### src/rtl/sram_bus_bridge.sv
// sram_bus_bridge: validates byte/half/word host requests and issues lane-aligned single-cycle SRAM accesses
module sram_bus_bridge #(
  parameter int ADDR_W      = 13,
  parameter int DEPTH_BYTES = 8192,
  parameter int ERR_CNT_W   = 8
) (
  input  logic                 clk,
  input  logic                 rst,
  input  logic                 req_valid,
  output logic                 req_ready,
  input  logic                 req_write,
  input  logic [1:0]           req_size,
  input  logic [ADDR_W-1:0]    req_addr,
  input  logic [31:0]          req_wdata,
  output logic                 rsp_valid,
  input  logic                 rsp_ready,
  output logic [31:0]          rsp_rdata,
  output logic                 rsp_err,
  output logic                 sram_req,
  output logic                 sram_we,
  output logic [3:0]           sram_be,
  output logic [ADDR_W-1:0]    sram_addr,
  output logic [31:0]          sram_wdata,
  input  logic [31:0]          sram_rdata,
  input  logic                 sram_ready,
  input  logic                 mbist_en,
  input  logic                 ret_en,
  input  logic                 pd_en,
  output logic [ERR_CNT_W-1:0] err_count
);
  typedef enum logic [1:0] {IDLE, ISSUE, CAPTURE, RESP} state_t;
  localparam logic [ADDR_W:0] DEPTH_L = (ADDR_W+1)'(DEPTH_BYTES);
  state_t st, st_nx;
  logic wr;
  logic [1:0] sz;
  logic [ADDR_W-1:0] addr;
  logic [31:0] wdata, sh, rdata_nx, wd;
  logic [3:0] be;
  logic blocked, req_bad, issue, err_set;
  assign blocked = mbist_en | ret_en | !pd_en;
  assign req_bad = (req_size == 2'd3) | (req_size == 2'd1 & req_addr[0]) |
                   (req_size == 2'd2 & req_addr[1:0] != 2'd0) |
                   ({1'b0, req_addr} >= DEPTH_L) | blocked;
  assign issue   = st == ISSUE;
  assign err_set = (st == IDLE & req_valid & req_bad) | (issue & blocked);
  assign sh       = sram_rdata >> {addr[1:0], 3'b000};
  assign rdata_nx = sz == 2'd0 ? {24'd0, sh[7:0]} : sz == 2'd1 ? {16'd0, sh[15:0]} : sh;
  assign be = sz == 2'd0 ? 4'b0001 << addr[1:0] : sz == 2'd1 ? 4'b0011 << addr[1:0] : 4'b1111;
  assign wd = sz == 2'd0 ? {4{wdata[7:0]}} : sz == 2'd1 ? {2{wdata[15:0]}} : wdata;
  assign req_ready  = st == IDLE;
  assign rsp_valid  = st == RESP;
  assign sram_req   = issue & !blocked;
  assign sram_we    = issue & wr;
  assign sram_be    = issue ? be : 4'd0;
  assign sram_addr  = issue ? {addr[ADDR_W-1:2], 2'b00} : '0;
  assign sram_wdata = issue ? wd : 32'd0;
  always_comb begin
    st_nx = st;
    unique case (st)
      IDLE:    st_nx = req_valid ? (req_bad ? RESP : ISSUE) : IDLE;
      ISSUE:   st_nx = blocked ? RESP : sram_ready ? (wr ? RESP : CAPTURE) : ISSUE;
      CAPTURE: st_nx = RESP;
      RESP:    st_nx = rsp_ready ? IDLE : RESP;
    endcase
  end
  always_ff @(posedge clk) begin
    if (rst) begin
      st        <= IDLE;
      wr        <= 1'b0;
      sz        <= 2'd0;
      addr      <= '0;
      wdata     <= 32'd0;
      rsp_err   <= 1'b0;
      rsp_rdata <= 32'd0;
      err_count <= '0;
    end else begin
      st <= st_nx;
      if (st == IDLE && req_valid) begin
        wr        <= req_write;
        sz        <= req_size;
        addr      <= req_addr;
        wdata     <= req_wdata;
        rsp_err   <= req_bad;
        rsp_rdata <= 32'd0;
      end
      if (issue && blocked) rsp_err <= 1'b1;
      if (st == CAPTURE) rsp_rdata <= rdata_nx;
      if (err_set && !(&err_count)) err_count <= err_count + 1'b1;
    end
  end
endmodule

### config.mk
export PLATFORM = sky130hd
export DESIGN_NAME = sram_bus_bridge
export DESIGN_NICKNAME = d
export VERILOG_FILES = /design/src/rtl/sram_bus_bridge.sv
export SDC_FILE = /design/constraint.sdc
export NUM_CORES = 1
export LEC_CHECK = 0
export ABC_AREA = 1
export CELL_PAD_IN_SITES_DETAIL_PLACEMENT = 0
export CELL_PAD_IN_SITES_GLOBAL_PLACEMENT = 1
export CORE_AREA = 3 3 162 117
export DETAILED_ROUTE_END_ITERATION = 7
export DIE_AREA = 0 0 165 120
export PLACE_DENSITY = 0.84
export SYNTH_ARGS = -nofsm -noshare
export SYNTH_HDL_FRONTEND = slang
export SYNTH_SLANG_ARGS = --single-unit
### constraint.sdc
create_clock -name clk -period 1.5 [get_ports clk]
set_input_delay 0.3 -clock clk [delete_from_list [all_inputs] [get_ports clk]]
set_output_delay 0.3 -clock clk [all_outputs]
set_load 0.005 [all_outputs]
# --- Word-level counts from Yosys, hierarchy flattened ---
# Index checks and enable logic that the tools add are counted.
totals:
  regBits: 91
  latch_bits: 0
  mem_bits_rw: 0
  mem_bits_ro: 0
  in_bits: 88
  out_inout_bits: 94
  wordCells: 64
  memories: 0
classes:
  add_sub_neg: 1
  n_mul: 0
  n_div: 0
  order_cmp: 0
  n_eq_ne: 7
  shifts: 3
  muxes: 20
  bitwise_logic: 13
  n_reduce_logical: 12
op_table:
  columns: ["operator", "count"]
  rows:
  - ["2-to-1 mux 32 bit", 7]
  - ["right shift 32 x 5 -> 32 bit", 1]
  - ["2-to-1 mux 13 bit", 1]
  - ["2-to-1 mux 4 bit", 3]
  - ["2-to-1 mux 2 bit", 5]
  - ["adder 8 x 1 -> 8 bit, second input constant", 1]
  - ["== test 2 bit, second input constant", 4]
  - ["one-hot mux 2 bit (4 select lines)", 1]
  - ["AND reduction 8 bit", 1]
  - ["bitwise AND 1 bit", 7]
  - ["== test 2 x 1 -> 1 bit, second input constant", 3]
  - ["bitwise OR 1 bit", 6]
  - ["nonzero test 2 bit", 3]
  - ["logical NOT 2 bit", 2]
  - ["<< shifter 1 x 2 -> 4 bit, first input constant", 1]
  - ["<< shifter 2 x 2 -> 4 bit, first input constant", 1]
  - ["logical AND 1 bit", 3]
  - ["logical NOT 1 bit", 3]
  - ["2-to-1 mux 1 bit", 3]

# --- Depth between registers and ports, before layout ---
# Gate-level depths: netlist (run 1).
logic_depth:
  depth_word: 8
  depth_mapped: 9
  depth_no_buf: 9

# --- Worst setup path before layout (run 1) ---
# OpenSTA, ideal clock, no wires.
synth_timing:
  kind: "flip-flop to output port"
  start: "register addr[1]"
  end: "output sram_be[2]"
  arrival_ns: 1.321
  t_required_ns: 1.200
  slack_ns: -0.121
  path_stages_with_launch: 7
  n_path_buf: 2
  path_cell_list: "dfxtp_1 buf_2 inv_1 clkbuf_1 ha_1 o22ai_1 nor2_1"
synth_between:
  elab_chain_cells: 4
  word_cells_on_any_way: 5
  classes_between: "shift (2); mux (3)"
synth_rtl:
  columns: ["item", "line", "rtl"]
  rows:
  - ["from (decl)", "36", "logic [ADDR_W-1:0] addr;"]
  - ["from (signal assigned)", "81", "addr <= req_addr;"]
  - ["<< shifter 2 x 2 -> 4 bit", "48", "assign be = sz == 2'd0 ? 4'b0001 << addr[1:0] : sz == 2'd1 ? 4'b0011 << addr[1:0] : 4'b1111;"]
  - ["2-to-1 mux 4 bit", "48", null]
  - ["2-to-1 mux 4 bit (*)", "48", null]
  - ["2-to-1 mux 4 bit (*)", "54", "assign sram_be = issue ? be : 4'd0;"]
  - ["to (decl)", "21", "output logic [3:0] sram_be,"]
# Mark *: on every way between the ends. The rest lies on a longest branch, timed or not.

# --- Final worst setup path (run 1) ---
layout_timing:
  start: "register sz[1]"
  end: "output sram_wdata[11]"
layout_between:
  elab_chain_cells: 3
layout_rtl:
  columns: ["item", "line", "rtl"]
  rows:
  - ["from (decl)", "35", "logic [1:0] sz;"]
  - ["from (signal assigned)", "80", "sz <= req_size;"]
  - ["logical NOT 2 bit", "49", "assign wd = sz == 2'd0 ? {4{wdata[7:0]}} : sz == 2'd1 ? {2{wdata[15:0]}} : wdata;"]
  - ["2-to-1 mux 32 bit", "49", null]
  - ["2-to-1 mux 32 bit", "56", "assign sram_wdata = issue ? wd : 32'd0;"]
  - ["to (decl)", "23", "output logic [31:0] sram_wdata,"]
# Every way passes these cells.

==> out/qor.csv, run 1 <==
metric,value,unit
Arrival @ worst endpoint,1.43,ns
CTS tree,yes,
ANT nets after route,0,
vias in the first global route,4964,
synthesis-to-finish area growth,80.3,%
initial antenna violation count,0,
clock sink total,91,
Worst path max stage delay,0.37,ns
mean cell area of the mapped netlist,6.46,sq um
Die H,120,um
period utilization,116,%
crit path launch,sz[1],
static leakage,3.77,nW
Top delay family on crit path,buffers and inverters,
Core Area,17700,sq um
post-route setup TNS,-7.91,ns
crit-path max FO,4,
launch point of the worst hold path,addr[2],
final number of setup-violating endpoints,51,
CP required,1.20,ns
"most common cell after layout, fill and taps aside",nand2_1,
cts bufs inserted,9,
first-pass GRT wire length,26100,um
ant diodes,0,
Min-Delay Endpoint,addr[2],
Seq cells post-synth,91,
Max Freq,577,MHz
GRT Total Usage,16.7,%
GRT Residual Overflow,0,
worst hold path cell count,2,
Mapped Cells,696,
CTS Buffer Depth,2,
# rows,41,
drt wl/cell,15.1,um
Final Core Density,45.8,%
Hold WC Path Type,flop to flop,
DR pass1 iterations,4,
DR iter-0 viols,263,
htree depth,3,
post-synth top area cell,dfxtp_1,
Reg-to-Reg End,err_count[3],
Final Hold Viols,0,
R2R Path Start,st[1],
synth unique cells,26,
routability cong.,0.895,
"commonest non-fill, non-tap cells in the layout","nand2_1, clkdlybuf4s50_1, nor2_1, dfxtp_1, a21oi_1",
Initial Utilization,25.4,%
"worst slack, placed",-0.457,ns
Max-Cap Viols,0,
clk_lat worst skew,0.34,ns
failing checks,setup timing,
largest net degree at the start of global routing,42,
worst clock skew,0.00767,ns
Die W,165,um
finished layout cell area,8100,sq um
DRC viols,0,
PwrDens,1030,nW/um^2
final net count,1024,
clock transition at the registers of the reported paths,0.06,ns
detailed-route via count,5227,
R2R depth,10,
top-area cell type share of the netlist area,40.5,%
startpoint types,flop,
Final WS setup,-0.234,ns
via density per instance,4.46,
Crit path buffers/inverters,4,
IO Port Bufs,179,
Synth Cell Area,4490,sq um
post-synthesis sequential area ratio,40.5,%
worst path cell trace,nor2_4 -> inv_4 -> buf_6 -> buf_6 -> nand2_2 -> a21oi_2 -> buf_2,
synth top area cells,"dfxtp_1, nand2_1, a21oi_1",
CP dominant cell by count,buf_6,
final wirelength,17700,um
Worst VDD drop,493,uV
status,"finished, violations left",
unrepaired setup endpoints after global routing,yes,
flop-to-flop setup slack,-0.04,ns
hpwl dp,12200,um
CP Capture Type,output port,
"Slew Viols, Final",0,
Post-Place Cell Area,6930,sq um
IO Pins,182,
slowest cell on the critical path,dfxtp_4,
CTS Root Buffer Type,clkbuf_16,
Die Area,19800,sq um
CP Class,flop to output port,
layout cells sized above 1,31.5,%
min Tclk post-route,1.73,ns
Hold Slack,0.454,ns
yosys warns,0,
Fillers,1792,
per-stage QoR:
| stage | total power, mW | cells |
|---|---|---|
| after floorplan | 4.09 | 697 |
| after global placement | 5.39 | 1131 |
| after detailed placement | 5.40 | 1131 |
| after CTS | 7.99 | 1160 |
| after global routing | 8.85 | 1172 |
| final | 8.34 | 1172 |
synthesized netlist by cell type (all sizes together):
cell type and number:
xnor2 1, o21ai 58, conb 1, buf 25, dfxtp 91, inv 59
o211ai 1, ha 5, nor2 100, nand4 3, nor3 2, a21oi 79
clkbuf 21, o21bai 1, and2 8, o22ai 3, nand2 185, nand3 51
a31oi 2
worst min-delay path, delay by kind of cell (launching register included):
kind,cells,cell delay [ns]
buf+inv,1,0.06
flops,1,0.30
compound gates,1,0.05
sequential cells by signal, summed over array words and instances (netlist names):
signal,flops
rsp_rdata,32
wdata,32
addr,13
err_count,8
st,2
sz,2
rsp_err,1
wr,1
power breakdown:
group          internal [mW]  leakage, nW  total (mW)  switching, mW
Combinational           1.57         2.89        3.29           1.73
Sequential              2.70        0.757        2.89          0.197
Clock                   1.18        0.126        2.16          0.981
Total                   5.44         3.77        8.34           2.90
layout make-up:
| cell class | instances | area [sq um] | share of cell area, % |
|---|---|---|---|
| multi-input cells | 501 | 2840 | 35.1 |
| clock inverters | 3 | 23.8 | 0.293 |
| clock buffers | 13 | 250 | 3.09 |
| well taps | 236 | 295 | 3.64 |
| repair buffers | 269 | 2590 | 32.0 |
| inverters | 59 | 234 | 2.89 |
| flip-flops and latches | 91 | 1870 | 23.1 |
repair_timing:
item                       4_1_cts  5_1_grt
hold buffers                     0        0
pin swaps                       24       45
setup endpoints to repair       79      145
setup buffers                   13       13
gates resized for setup        357      111
gates cloned                     0        4
routing by layer:
metal / part of all wire [%] / vias up / global-route usage [%]
met4: 1.2 / 0 / 3.77
met3: 7.1 / 15 / 5.18
li1: - / 2694 / -
met1: 49 / 2364 / 24.0
met5: 0 / - / 0
met2: 43 / 154 / 24.5
logic make-up (layout without fill, tap and decap cells):
logic type	after synthesis	in the layout	synth area share, %
flops	91	91	40.5
buf+inv	105	344	9.69
xor+xnor	1	1	0.195
fa+ha+maj	5	5	1.39
simple gates	349	349	31.8
compound gates	144	144	16.3
other cells	1	2	0.0834
how the worst max path moves through the flow:
stage,end,depth (start not counted)
floorplan,sram_be[2],6
global placement,sram_be[1],6
detailed placement,sram_be[1],6
CTS,sram_wdata[0],6
global route,sram_wdata[30],7
finish,sram_wdata[11],7
Note: power is estimated with default switching activity, not from simulation.
==> run 2, diff against run 1 <==
--- a/config.mk
+++ b/config.mk
@@ -11,7 +11,9 @@
 export CORE_AREA = 3 3 162 117
 export DETAILED_ROUTE_END_ITERATION = 7
 export DIE_AREA = 0 0 165 120
+export GPL_TIMING_DRIVEN = 0
 export PLACE_DENSITY = 0.84
+export SLEW_MARGIN = 20
 export SYNTH_ARGS = -nofsm -noshare
 export SYNTH_HDL_FRONTEND = slang
 export SYNTH_SLANG_ARGS = --single-unit
==> run 2 against run 1 <==
Net effect: the run still ends with setup timing left; clock power rose by 13%; non-clock buffer count rose by 11; clock-buffer cell count fell by 2.
==> out/qor.csv, run 2 (synthesis gave the netlist of run 1 again) <==
metric,value,unit
initial antenna violation count,0,
worst clock skew,0.00587,ns
Initial Utilization,25.4,%
Die Area,19800,sq um
Max Freq,538,MHz
GRT Total Usage,19.1,%
GRT Residual Overflow,0,
IO Port Bufs,179,
Hold Slack,0.462,ns
largest net degree at the start of global routing,16,
Arrival @ worst endpoint,1.56,ns
crit path launch,sz[1],
DR pass1 iterations,4,
static leakage,3.64,nW
largest registers,"rsp_rdata: 32 flops, wdata: 32 flops, addr: 13 flops",
"most common cell after layout, fill and taps aside",nand2_1,
final number of setup-violating endpoints,49,
first-pass GRT wire length,29000,um
post-route setup TNS,-12.86,ns
CP Class,flop to output port,
final std cells w/o fill,1183,
Max-Cap Viols,0,
final net count,1035,
clock sink total,91,
Die H,120,um
vias in the first global route,5131,
Final Hold Viols,0,
crit-path max FO,4,
CTS tree,yes,
via density per instance,4.54,
clk_lat worst skew,0.35,ns
CP required,1.20,ns
unrepaired setup endpoints after global routing,yes,
hpwl dp,13600,um
Cells after DPL,1112,
PwrDens,1090,nW/um^2
Core Area,17700,sq um
Max-slew headroom,65.7,%
startpoint types,flop,
CP Capture Type,output port,
htree depth,3,
DRC viols,0,
CTS Buffer Depth,2,
# rows,41,
Worst VDD drop,645,uV
Pwr Total,8.89,mW
Hold WC Path Type,flop to flop,
DR iter-0 viols,307,
layout cells sized above 1,32.4,%
status,"finished, violations left",
failing checks,setup timing,
period utilization,124,%
"commonest non-fill, non-tap cells in the layout","nand2_1, clkdlybuf4s50_1, dfxtp_1, nor2_1, a21oi_1",
IO Pins,182,
final wirelength,19300,um
ant diodes,0,
"Slew Viols, Final",0,
Fillers,1818,
cts bufs inserted,9,
Die W,165,um
R2R Path Start,st[1],
CTS Root Buffer Type,clkbuf_16,
drt wl/cell,16.3,um
clock transition at the registers of the reported paths,0.06,ns
Final WS setup,-0.359,ns
detailed-route via count,5367,
Final Core Density,46.1,%
min Tclk post-route,1.86,ns
launch point of the worst hold path,rsp_rdata[29],
synthesis-to-finish area growth,81.5,%
routability cong.,0.834,
ANT nets after route,0,
Worst-Margin Slew,0.514,ns
run 2: area by class of cell:
type,count,area (sq um),area share (%)
timing repair buffer,239,2230,27.3
tap,236,295,3.62
clock buffer,11,233,2.85
inverter,59,244,2.99
multi-input combinational,501,2850,35.0
buffer,41,365,4.48
clock inverter,5,77.6,0.951
sequential,91,1860,22.8
run 2: path summary, 6_finish.rpt:
check | endpoint | slack [ns] | cells past startpoint
setup / recovery | sram_be[1] | -0.36 | 7
hold / removal | rsp_rdata[29] | 0.46 | 2
setup reg to reg | rsp_rdata[2] | 0.04 | 10
hold reg to reg | rsp_rdata[29] | 0.46 | 2
run 2: timing repair:
| item | in CTS | in global routing |
|---|---|---|
| pin swaps | 34 | 19 |
| endpoints found under the hold margin | 0 | 0 |
| hold buffers | 0 | 0 |
| gates cloned | 6 | 3 |
| setup buffers | 36 | 18 |
| gates resized for setup | 400 | 160 |
| endpoints found under the setup margin | 121 | 120 |
run 2: metal layers:
layer / vias to the layer above / wire (um) / part of all wire [%] / track usage [%]
met5: - / 0 / 0 / 0
met4: 0 / 192 / 0.99 / 3.88
met3: 12 / 1300 / 6.7 / 5.00
met2: 144 / 8180 / 42 / 27.2
met1: 2497 / 9660 / 50 / 28.8
li1: 2714 / - / - / -
run 2: worst max-delay path, stage by stage (launching register included):
cell,delay (ns)
dfxtp_4,0.39
nor2_4,0.21
inv_4,0.07
buf_6,0.14
buf_6,0.11
o22ai_2,0.10
nor2_1,0.06
buf_2,0.14
run 2: stage by stage:
step | cell area (sq um) | setup WS (ns)
finish | 8160 | -0.359
global route | 8160 | -0.427
CTS | 7670 | -0.378
detailed placement | 6600 | -0.820
global placement | 6600 | -0.854
floorplan | 4510 | 0.00404
run 2: power by group:
group	switching [mW]	leakage [nW]	internal, mW
Clock	0.995	0.150	1.46
Combinational	1.86	2.74	1.68
Sequential	0.196	0.756	2.70
Total	3.05	3.64	5.84
==> run 3, diff against run 2 <==
--- a/config.mk
+++ b/config.mk
@@ -8,12 +8,13 @@
 export ABC_AREA = 1
 export CELL_PAD_IN_SITES_DETAIL_PLACEMENT = 0
 export CELL_PAD_IN_SITES_GLOBAL_PLACEMENT = 1
-export CORE_AREA = 3 3 162 117
+export CORE_AREA = 3 3 153 111
 export DETAILED_ROUTE_END_ITERATION = 7
-export DIE_AREA = 0 0 165 120
+export DIE_AREA = 0 0 156 114
 export GPL_TIMING_DRIVEN = 0
-export PLACE_DENSITY = 0.84
+export PLACE_DENSITY_LB_ADDON = 0.15
 export SLEW_MARGIN = 20
 export SYNTH_ARGS = -nofsm -noshare
 export SYNTH_HDL_FRONTEND = slang
 export SYNTH_SLANG_ARGS = --single-unit
+export TNS_END_PERCENT = 50
==> constraint.sdc (replaced) <==
create_clock -name clk -period 2.1 [get_ports clk]
set_input_delay 0.42 -clock clk [delete_from_list [all_inputs] [get_ports clk]]
set_output_delay 0.42 -clock clk [all_outputs]
set_load 0.005 [all_outputs]
==> run 3 against run 2 <==
Net effect: the run now ends clean; global-route usage up 0.79 points; clock power down 27%; first-iteration DRC count down 14%; total power down 36%; sequential cell count unchanged; clock-buffer cell count down 1; die area down 10%; via count down 2.5%; critical path depth up 1; final cell count down 6.3%; critical path type unchanged; critical endpoint is now sram_wdata[8]; largest cell class unchanged; largest power group is now sequential cells.
==> out/qor.csv, run 3 (synthesis gave the netlist of run 1 again) <==
metric,value,unit
status,"finished, final reports clean",
Die Area,17800,sq um
R2R Path Start,sz[1],
Max-slew headroom,48.1,%
Max Freq,490,MHz
Worst VDD drop,407,uV
htree depth,3,
CTS tree,yes,
Hold WC Path Type,flop to flop,
CTS Root Buffer Type,clkbuf_16,
cts bufs inserted,9,
clock transition at the registers of the reported paths,0.07,ns
vias in the first global route,5158,
final number of setup-violating endpoints,0,
layout cells sized above 1,11.3,%
Max-Cap Viols,0,
Pwr Total,5.68,mW
initial antenna violation count,0,
worst clock skew,0.00925,ns
GRT Residual Overflow,0,
# rows,38,
final net count,996,
"Slew Viols, Final",0,
Core Area,15500,sq um
Die H,114,um
detailed-route via count,5234,
routability cong.,0.879,
clock sink total,91,
final wirelength,17900,um
IO Port Bufs,179,
Final Hold Viols,0,
DR iter-0 viols,263,
period utilization,97.2,%
launch point of the worst hold path,addr[7],
Arrival @ worst endpoint,1.62,ns
PwrDens,788,nW/um^2
DRC viols,0,
ANT nets after route,0,
Die W,156,um
"commonest non-fill, non-tap cells in the layout","nand2_1, clkdlybuf4s50_1, nor2_1, dfxtp_1, a21oi_1",
post-route setup TNS,0,ns
Post-CTS Hold Fix Bufs,0,
area occupied by multi-input gates,2310,sq um
unrepaired setup endpoints after global routing,yes,
Worst-Margin Slew,0.775,ns
FF+latch area,1830,sq um
startpoint types,flop,
Fillers,1571,
IO Pins,182,
min Tclk post-route,2.04,ns
CTS Buffer Depth,2,
synthesis-to-finish area growth,60.3,%
crit-path max FO,6,
drt wl/cell,16.2,um
Initial Utilization,29.1,%
GRT Total Usage,19.9,%
Hold Slack,0.455,ns
largest net degree at the start of global routing,16,
ant diodes,0,
CP Capture Type,output port,
static leakage,3.31,nW
via density per instance,4.72,
CP required,1.68,ns
clk_lat worst skew,0.33,ns
hpwl dp,13700,um
largest registers,"rsp_rdata: 32 flops, wdata: 32 flops, addr: 13 flops",
"most common cell after layout, fill and taps aside",nand2_1,
first-pass GRT wire length,27900,um
Final Core Density,46.6,%
DR pass1 iterations,5,
CP Class,flop to output port,
crit path launch,sz[1],
## run 3: metal layers
metal  track usage [%]  vias up  routed length [um]
met5                 0        -                   0
met2              30.5      196                7740
met4              2.71        0                  46
li1                  -     2632                   -
met1              29.2     2402                8710
met3              4.59        4                1420
## run 3: critical path, cell delays in order, from the launching register on
cell and delay (ns):
dfxtp_1 0.31, buf_6 0.14, nor2_4 0.13, inv_2 0.08, buf_6 0.14, buf_6 0.13
a21oi_2 0.10, nor2_1 0.06, clkdlybuf4s15_1 0.20
## run 3: final timing paths
| path | endpoint | slack [ns] | cells past startpoint |
|---|---|---|---|
| worst max-delay path | sram_wdata[8] | 0.06 | 8 |
| worst min-delay path | addr[7] | 0.45 | 2 |
| worst max register to register | rsp_rdata[14] | 0.32 | 6 |
| worst min register to register | addr[7] | 0.45 | 2 |
## run 3: layout make-up
cell class | instances | area share, %
multi-input cells | 501 | 32.1
repair buffers | 196 | 26.8
flip-flops and latches | 91 | 25.4
plain buffers | 45 | 4.48
well taps | 200 | 3.47
clock buffers | 10 | 3.32
inverters | 59 | 3.23
clock inverters | 6 | 1.22
## run 3: stage by stage
stage | cell area (sq um) | setup WS [ns] | instances
after floorplan | 4500 | 0.359 | 697
after global placement | 6540 | -0.455 | 1076
after detailed placement | 6540 | -0.471 | 1076
after CTS | 7170 | -0.125 | 1107
after global routing | 7200 | -0.0146 | 1108
final | 7200 | 0.0580 | 1108
## run 3: what timing repair did
action / in CTS / in global routing
setup endpoints to repair: 49 / 26
pin swaps: 5 / 2
cloned: 0 / 0
gates resized for setup: 109 / 28
setup buffers: 16 / 1
## run 3: power by group
part / switching, mW / internal (mW)
logic: 1.04 / 0.813
registers: 0.122 / 1.92
clock network: 0.706 / 1.08
total: 1.86 / 3.81
